File: src/rtl/hs_pkg.sv
// Shared types and constants for the toggle-handshake transmitter.
// The ack synchronizer depth is fixed here because the majority vote assumes exactly three taps.
package hs_pkg;

    typedef enum logic [1:0] {
        IDLE     = 2'd0,
        SETUP    = 2'd1,
        WAIT_ACK = 2'd2
    } hs_state_t;

    localparam int HS_SYNC_DEPTH = 3;

    // Two-of-three vote; a value held by only one tap can never win.
    function automatic logic maj3(input logic [2:0] v);
        return (v[0] & v[1]) | (v[0] & v[2]) | (v[1] & v[2]);
    endfunction

endpackage

File: src/rtl/hs_ack_sync.sv
// Majority-vote synchronizer for the asynchronous acknowledge toggle.
// A single-cycle glitch only ever occupies one tap, so it never reaches ack_s.
module hs_ack_sync
    import hs_pkg::*;
#(
    parameter logic RESET_VALUE = 1'b0
) (
    input  logic clk,
    input  logic nrst,
    input  logic in_ack,
    output logic ack_s
);

    logic [HS_SYNC_DEPTH-1:0] sync_d;
    logic [HS_SYNC_DEPTH-1:0] sync_q;

    // Shift the raw ack into the tap chain.
    always_comb begin
        sync_d = {sync_q[HS_SYNC_DEPTH-2:0], in_ack};
    end

    // Tap chain register.
    always_ff @(posedge clk or negedge nrst) begin
        if (!nrst) begin
            sync_q <= {HS_SYNC_DEPTH{RESET_VALUE}};
        end else begin
            sync_q <= sync_d;
        end
    end

    assign ack_s = maj3(sync_q);

endmodule

File: src/rtl/hs_tx.sv
// Sending end of a toggle-handshake link: holds out_data for MIN_HOLD cycles,
// toggles out_req, then waits for the synchronized ack to match before accepting again.
module hs_tx
    import hs_pkg::*;
#(
    parameter int              SIZE        = 8,
    parameter logic [SIZE-1:0] RESET_VALUE = {SIZE{1'b0}},
    parameter int              MIN_HOLD    = 4
) (
    input  logic            clk,
    input  logic            nrst,
    input  logic            in_valid,
    output logic            in_ready,
    input  logic [SIZE-1:0] in_data,
    output logic [SIZE-1:0] out_data,
    output logic            out_req,
    input  logic            in_ack,
    output logic            busy,
    output logic            err
);

    localparam int               CNT_W    = (MIN_HOLD > 1) ? $clog2(MIN_HOLD) : 1;
    localparam logic [CNT_W-1:0] CNT_LOAD = CNT_W'(MIN_HOLD - 1);
    localparam logic [CNT_W-1:0] CNT_ONE  = CNT_W'(1'b1);
    localparam logic [CNT_W-1:0] CNT_ZERO = {CNT_W{1'b0}};

    if (MIN_HOLD < 1) begin : g_min_hold_chk
        $error("hs_tx: MIN_HOLD must be at least 1");
    end

    hs_state_t        state_d, state_q;
    logic [CNT_W-1:0] cnt_d, cnt_q;
    logic [SIZE-1:0]  out_data_d, out_data_q;
    logic             out_req_d, out_req_q;
    logic             err_d, err_q;
    logic             ack_p_d, ack_p_q;
    logic             ack_s;

    hs_ack_sync #(
        .RESET_VALUE(1'b0)
    ) u_ack_sync (
        .clk   (clk),
        .nrst  (nrst),
        .in_ack(in_ack),
        .ack_s (ack_s)
    );

    // Transfer sequencing: accept, hold data, toggle request, wait for matching ack.
    always_comb begin
        state_d    = state_q;
        cnt_d      = cnt_q;
        out_data_d = out_data_q;
        out_req_d  = out_req_q;
        case (state_q)
            IDLE: begin
                if (in_valid) begin
                    out_data_d = in_data;
                    cnt_d      = CNT_LOAD;
                    state_d    = SETUP;
                end else begin
                    state_d = IDLE;
                end
            end
            SETUP: begin
                if (cnt_q == CNT_ZERO) begin
                    out_req_d = ~out_req_q;
                    state_d   = WAIT_ACK;
                end else begin
                    cnt_d = cnt_q - CNT_ONE;
                end
            end
            WAIT_ACK: begin
                if (ack_s == out_req_q) begin
                    state_d = IDLE;
                end else begin
                    state_d = WAIT_ACK;
                end
            end
            default: begin
                state_d = IDLE;
            end
        endcase
    end

    // Any ack edge outside WAIT_ACK is unsolicited; the flag is sticky until reset.
    always_comb begin
        ack_p_d = ack_s;
        err_d   = err_q | ((ack_s != ack_p_q) && (state_q != WAIT_ACK));
    end

    // State, data and flag registers.
    always_ff @(posedge clk or negedge nrst) begin
        if (!nrst) begin
            state_q    <= IDLE;
            cnt_q      <= CNT_ZERO;
            out_data_q <= RESET_VALUE;
            out_req_q  <= 1'b0;
            err_q      <= 1'b0;
            ack_p_q    <= 1'b0;
        end else begin
            state_q    <= state_d;
            cnt_q      <= cnt_d;
            out_data_q <= out_data_d;
            out_req_q  <= out_req_d;
            err_q      <= err_d;
            ack_p_q    <= ack_p_d;
        end
    end

    assign in_ready = (state_q == IDLE);
    assign busy     = (state_q != IDLE);
    assign out_data = out_data_q;
    assign out_req  = out_req_q;
    assign err      = err_q;

endmodule

File: config.mk
export PLATFORM = sky130hd
export DESIGN_NAME = hs_tx
export DESIGN_NICKNAME = d
export VERILOG_FILES = /design/src/rtl/hs_pkg.sv /design/src/rtl/hs_ack_sync.sv /design/src/rtl/hs_tx.sv
export SDC_FILE = /design/constraint.sdc
export NUM_CORES = 1
export LEC_CHECK = 0
export ABC_AREA = 1
export CAP_MARGIN = 10
export CORE_UTILIZATION = 40
export DETAILED_ROUTE_END_ITERATION = 16
export PLACE_DENSITY = 0.7
export SYNTH_ARGS = -nofsm -noshare
export SYNTH_HDL_FRONTEND = slang
export SYNTH_SLANG_ARGS = --single-unit
File: constraint.sdc
create_clock -name clk -period 1.32 [get_ports clk]
set_clock_uncertainty 0.1 [all_clocks]
set_input_delay 0.264 -clock clk [delete_from_list [all_inputs] [get_ports clk]]
set_output_delay 0.264 -clock clk [all_outputs]
set_load 0.01 [all_outputs]
==> results.md, run 1 <==
- Endpoints failing setup: 1
- DRT antenna net count: 0
- Area Overhead vs Synth: 42.8%
- Crit Path Class: reg -> out
- Internal: 1.44 mW
- Initial antenna violation count: 0
- Fin crit share: 102%
- Leakage: 0.597 nW
- Core Area: 1760 µm²
- DRC Markers: 0
- # nets final: 132
- H-tree depth: 1
- IR drop worst, VDD: 0.887 mV
- CP arrival: 980 ps
- Vias per cell: 4.31
- FP Rows: 15
- Io pins: 24
- Worst hold path class: in -> async
- Most common cell after layout, fill and taps aside: nand2_1
- Unrepaired setup endpoints after global routing: true
- Die Span Y: 45.7 µm
- Synthesized Nets: 97
- Clock transition at path regs: 100 ps
- P_sw: 0.886 mW
- Total power: 2.33 mW
- Met3 WL: 73 µm
- Power share of the clock group: 14.2%
- Port-buffer cells: 23
- Clock Latency Late Sink: 280 ps
- # Max-Cap Violations: 0
- Vias: 616
- Share of cells above drive strength 1: 22.0%
- # fillers: 160
- CP Launch Type: register
- CTS tree: done
- R2r endpoint: cnt_q[1]
- First-pass GRT wire length: 2.26 mm
- Routed wire length: 1.41 mm
- Post-Synthesis Cells: 84
- Worst reg2reg path depth: 7
- Synth top area share: 59.0%
- Synth area leaders: dfrtp_1, nand2_1, inv_1
- Initial DRC Count: 7
- Mapped cell area: 763 µm²
- Critical path required time: 960 ps
- DR WL/cell: 9.87 µm
- CTS Root Cell: clkbuf_4
- Synthesized area per cell: 9.09 µm²
- CP Max Fanout: 3
- Worst hold slack: 206 ps
- Failing checks: negative setup slack
- Post-CTS Hold Buffers: 0
- RR Startpoint: state_q[1]
- Worst slew margin: 84.5%
- Final min period: 1350 ps
- Pwr Density: 2130 nW/µm²
- Synth Warn #: 0
- Hold Violations, Final: 0
- Crit. Startpoint: state_q[1]
- GPL Wtd Cong: 0.788
- Dpl hpwl: 1.03 mm
- R2R setup slack: 80 ps
- Area leader, netlist: dfrtp_1
- CTS max path bufs: 2
- Max Clk Rate: 742 MHz
- Number of global-route vias before repair: 560
- # clock sinks: 18
- Setup WS post-layout: -28.4 ps
- Fin. max-slew vios: 0
- Die ar.: 2090 µm²
- Met2 WL: 682 µm
- Largest net degree at the start of global routing: 19
- Worst setup EP type: output port
- Most frequent cells in the layout: nand2_1, dfrtp_1, inv_1
- Post-Route M1 WL: 645 µm
- #FFs+latches synth: 18
- Library cells used by synthesis: 15
- Worst-Margin Slew: 233 ps
- Starting Density: 43.3%
- Gr usage total: 15.0%
- Highest metal used: met4
- Antenna Cells: 0
- Part of the power in registers: 37.9%
- Share of the yosys chip area belonging to registers: 59.0%
- Crit path to: busy
- Die W: 45.7 µm
- Run status: finished with violations
- DRT Pass-1 Iters: 3
- CTS Buf Count: 3
- Sw Ratio: 38.1%
- Share of total power in combinational logic: 47.9%
- GRT overflow: 0
==> cell families after synthesis <==
logic type	count (synthesis)	synth area share, %
DFF	18	59.0
adders and majority gates	1	1.64
buffers and inverters	14	7.05
xor gates and xnor gates	1	1.15
AOI/OAI and AO/OA	1	1.15
and+or+nand+nor	49	30.0
==> stage by stage <==
stage / setup TNS, ps / setup WS (ps) / instances / utilization [%] / area, µm²
floorplan: 0 / 222 / 84 / - / 763
global placement: -626 / -89.8 / 135 / 59.4 / 1050
detailed placement: -686 / -104 / 135 / 59.4 / 1050
CTS: -28.8 / -28.8 / 142 / 62.1 / 1090
global route: -101 / -66.6 / 143 / 61.8 / 1090
finish: -28.4 / -28.4 / 143 / 61.8 / 1090
==> how the worst min path moves through the flow <==
stage,from,endpoint,slack (ps),cells after the start
after detailed placement,u_ack_sync.sync_q[1],u_ack_sync.sync_q[2],270,0
after CTS,nrst,u_ack_sync.sync_q[1],210,2
after global routing,nrst,u_ack_sync.sync_q[2],210,2
final,nrst,u_ack_sync.sync_q[1],210,2
after global placement,u_ack_sync.sync_q[1],u_ack_sync.sync_q[2],260,0
after floorplan,nrst,ack_p_q,-130,0
==> flip-flops by register name, indices dropped and copies added, names as in the netlist <==
signal             cells
out_data               8
u_ack_sync.sync_q      3
cnt_q                  2
state_q                2
ack_p_q                1
err                    1
out_req                1
==> Yosys cell counts <==
master,count
nand2_1,38
dfrtp_1,18
inv_1,12
nand3_1,3
nor2_2,3
clkinv_2,1
ha_1,1
inv_2,1
nand2_2,1
nand2_4,1
nand2_8,1
nor2_1,1
nor2_4,1
o21ai_2,1
xor2_1,1
==> power groups by stage <==
stage | Combinational [mW] | Clock, mW | Sequential, mW
finish | 1.11 | 0.331 | 0.880
global placement | 1.15 | 0 | 0.887
CTS | 1.15 | 0.334 | 0.882
detailed placement | 1.18 | 0 | 0.887
floorplan | 0.572 | 0 | 0.944
global route | 1.23 | 0.362 | 0.903
==> layout make-up <==
class                           instances  area (µm²)  area share, %
Multi-Input combinational cell         52         259           23.8
Timing Repair Buffer                   30         258           23.7
Tap cell                               25        31.3           2.87
Clock buffer                            4        36.3           3.33
Sequential cell                        18         450           41.3
Inverter                               14        55.1           5.05
==> worst max-delay path: stages, from the launching register on <==
cell and delay (ps):
dfrtp_1 420, nor2_4 120, inv_1 40, buf_2 130
==> timing repair <==
item / 4_1_cts / 5_1_grt
setup buffers: 3 / 1
pin swaps: 1 / 0
endpoints found under the hold margin: 0 / 0
resized for setup: 27 / 5
setup endpoints to repair: 12 / 8
==> layer usage <==
layer	vias up	GRT usage (%)
li1	312	-
met1	284	19.2
met2	18	25.1
met3	2	3.97
met4	0	3.64
met5	-	0
Power figures use the tool's default switching activity.
==> inputs of run 2 (changes only) <==
--- a/constraint.sdc
+++ b/constraint.sdc
@@ -4,2 +4,2 @@
 set_output_delay 0.264 -clock clk [all_outputs]
-set_load 0.01 [all_outputs]
+set_load 0.1 [all_outputs]
==> results.md, run 2 (same netlist as run 1, synthesis figures left out) <==
- Run status: finished with violations
- Failing checks: negative setup slack
- Critical path required time: 960 ps (about the same)
- # clock sinks: 18 (unchanged)
- Vias per cell: 4.34 (+0.76%)
- H-tree depth: 1 (unchanged)
- Worst-Margin Slew: 282 ps (+48.9 ps)
- Routed wire length: 1.51 mm (+6.6%)
- Initial antenna violation count: 0 (unchanged)
- CTS max path bufs: 2 (unchanged)
- Vias: 625 (+1.5%)
- CP Max Fanout: 3 (unchanged)
- Core Area: 1760 µm² (unchanged)
- Final Cell Area: 1260 µm² (+16%)
- Most frequent cells in the layout: nand2_1, dfrtp_1, buf_12
- # Max-Cap Violations: 0 (unchanged)
- Slowest CP cell: dfrtp_1
- Post-CTS Hold Buffers: 0 (unchanged)
- Io pins: 24 (unchanged)
- Fin crit share: 111% (+9.2 points)
- DRC Markers: 0 (unchanged)
- Unrepaired setup endpoints after global routing: true
- Die W: 45.7 µm (unchanged)
- CTS Buf Count: 3 (unchanged)
- Critical-path cell list: nor2_4 > inv_2 > buf_12
- Worst slew margin: 81.2% (-3.3 points)
- DP Worst Slack: -44.7 ps (+59.5 ps)
- Clock transition at path regs: 100 ps (about the same)
- Starting Density: 43.3% (unchanged)
- Largest net degree at the start of global routing: 19 (unchanged)
- Crit Path Class: reg -> out
- Antenna Cells: 0 (unchanged)
- CP arrival: 1110 ps (+130 ps)
- # nets final: 133 (+0.76%)
- Share of cells above drive strength 1: 36.1% (+14 points)
- Dpl hpwl: 1.10 mm (+6.5%)
- Fin. max-slew vios: 0 (unchanged)
- Max reg flops: 8 (unchanged)
- CTS tree: done
- GPL Wtd Cong: 0.720 (-8.6%)
- Die ar.: 2090 µm² (unchanged)
- DR WL/cell: 10.5 µm (+5.8%)
- First-pass GRT wire length: 2.47 mm (+9.5%)
- Max stage delay on crit path: 420 ps (about the same)
- Port-buffer cells: 23 (unchanged)
- Final min period: 1470 ps (+122 ps)
- CTS Root Cell: clkbuf_4
- DRT antenna net count: 0 (unchanged)
- DRT Pass-1 Iters: 4 (+1)
- Worst reg2reg path depth: 6 (-1)
- Clock Latency Late Sink: 290 ps (about the same)
- CP Launch Type: register
- Most common cell after layout, fill and taps aside: nand2_1
- Number of global-route vias before repair: 612 (+9.3%)
- Endpoints failing setup: 2 (+1)
- Worst setup EP type: output port
- Gr usage total: 17.3% (+2.3 points)
- GRT overflow: 0 (unchanged)
- Initial DRC Count: 6 (-1)
- DP Area: 1180 µm² (+13%)
- Setup TNS: -262 ps (-234 ps)
- Setup WS post-layout: -150 ps (-122 ps)
- FP Rows: 15 (unchanged)
- Worst hold path class: in -> async
- Area Overhead vs Synth: 65.1%
- Die Span Y: 45.7 µm (unchanged)
- Max Clk Rate: 680 MHz (-8.3%)
- Hold Violations, Final: 0 (unchanged)
run 2: cell count changes in the layout (fill, tap and decap cells not counted), sizes merged:
cell	change
buf	+10
clkbuf	-3
clkdlybuf4s15	-7
clkinv	+1
inv	-1
nand2	+1
run 2: cell type report:
class,count,area [µm²]
fillers,148,504
flip-flops and latches,18,452
repair buffers,30,403
multi-input cells,53,290
inverters,14,57.6
well taps,25,31.3
clock buffers,4,26.3
run 2: path summary, 6_finish.rpt:
path	slack, ps	endpoint	startpoint
setup / recovery	-150	busy	state_q[1]
hold / removal	190	out_data[5]	nrst
setup reg to reg	90	cnt_q[1]	state_q[1]
hold reg to reg	280	u_ack_sync.sync_q[2]	u_ack_sync.sync_q[1]
max in group asynchronous	720	out_req	nrst
min in group clk	280	u_ack_sync.sync_q[2]	u_ack_sync.sync_q[1]
run 2: what timing repair did:
| item | 4_1_cts | 5_1_grt |
|---|---|---|
| setup endpoints to repair | 2 | 9 |
| pin swaps | 2 | 1 |
| gates cloned | 0 | 1 |
| gates resized for setup | 1 | 0 |
| setup buffers | 2 | 5 |
run 2: routing by layer:
metal,GRT usage [%],routed length (µm),vias to the layer above
li1,-,-,320
met1,20.6,680,283
met2,29.1,734,20
met3,3.57,66,2
met4,9.09,25,0
met5,0,0,-
run 2: worst max-delay path: cells and delay by family, from the launching register on:
family                 cells  cell delay (ps)
DFF                        1              420
buffers and inverters      2              220
and+or+nand+nor            1              170
run 2: stage by stage:
stage	std cells	hold WS, ps	utilization (%)
after floorplan	84	-132	-
after global placement	134	257	67.2
after detailed placement	134	264	67.2
after CTS	140	190	69.5
after global routing	144	193	71.4
final	144	194	71.4
Power of run 2 is not shown: default switching activity piles up to over one toggle a cycle in this logic, so the estimate is an artifact.
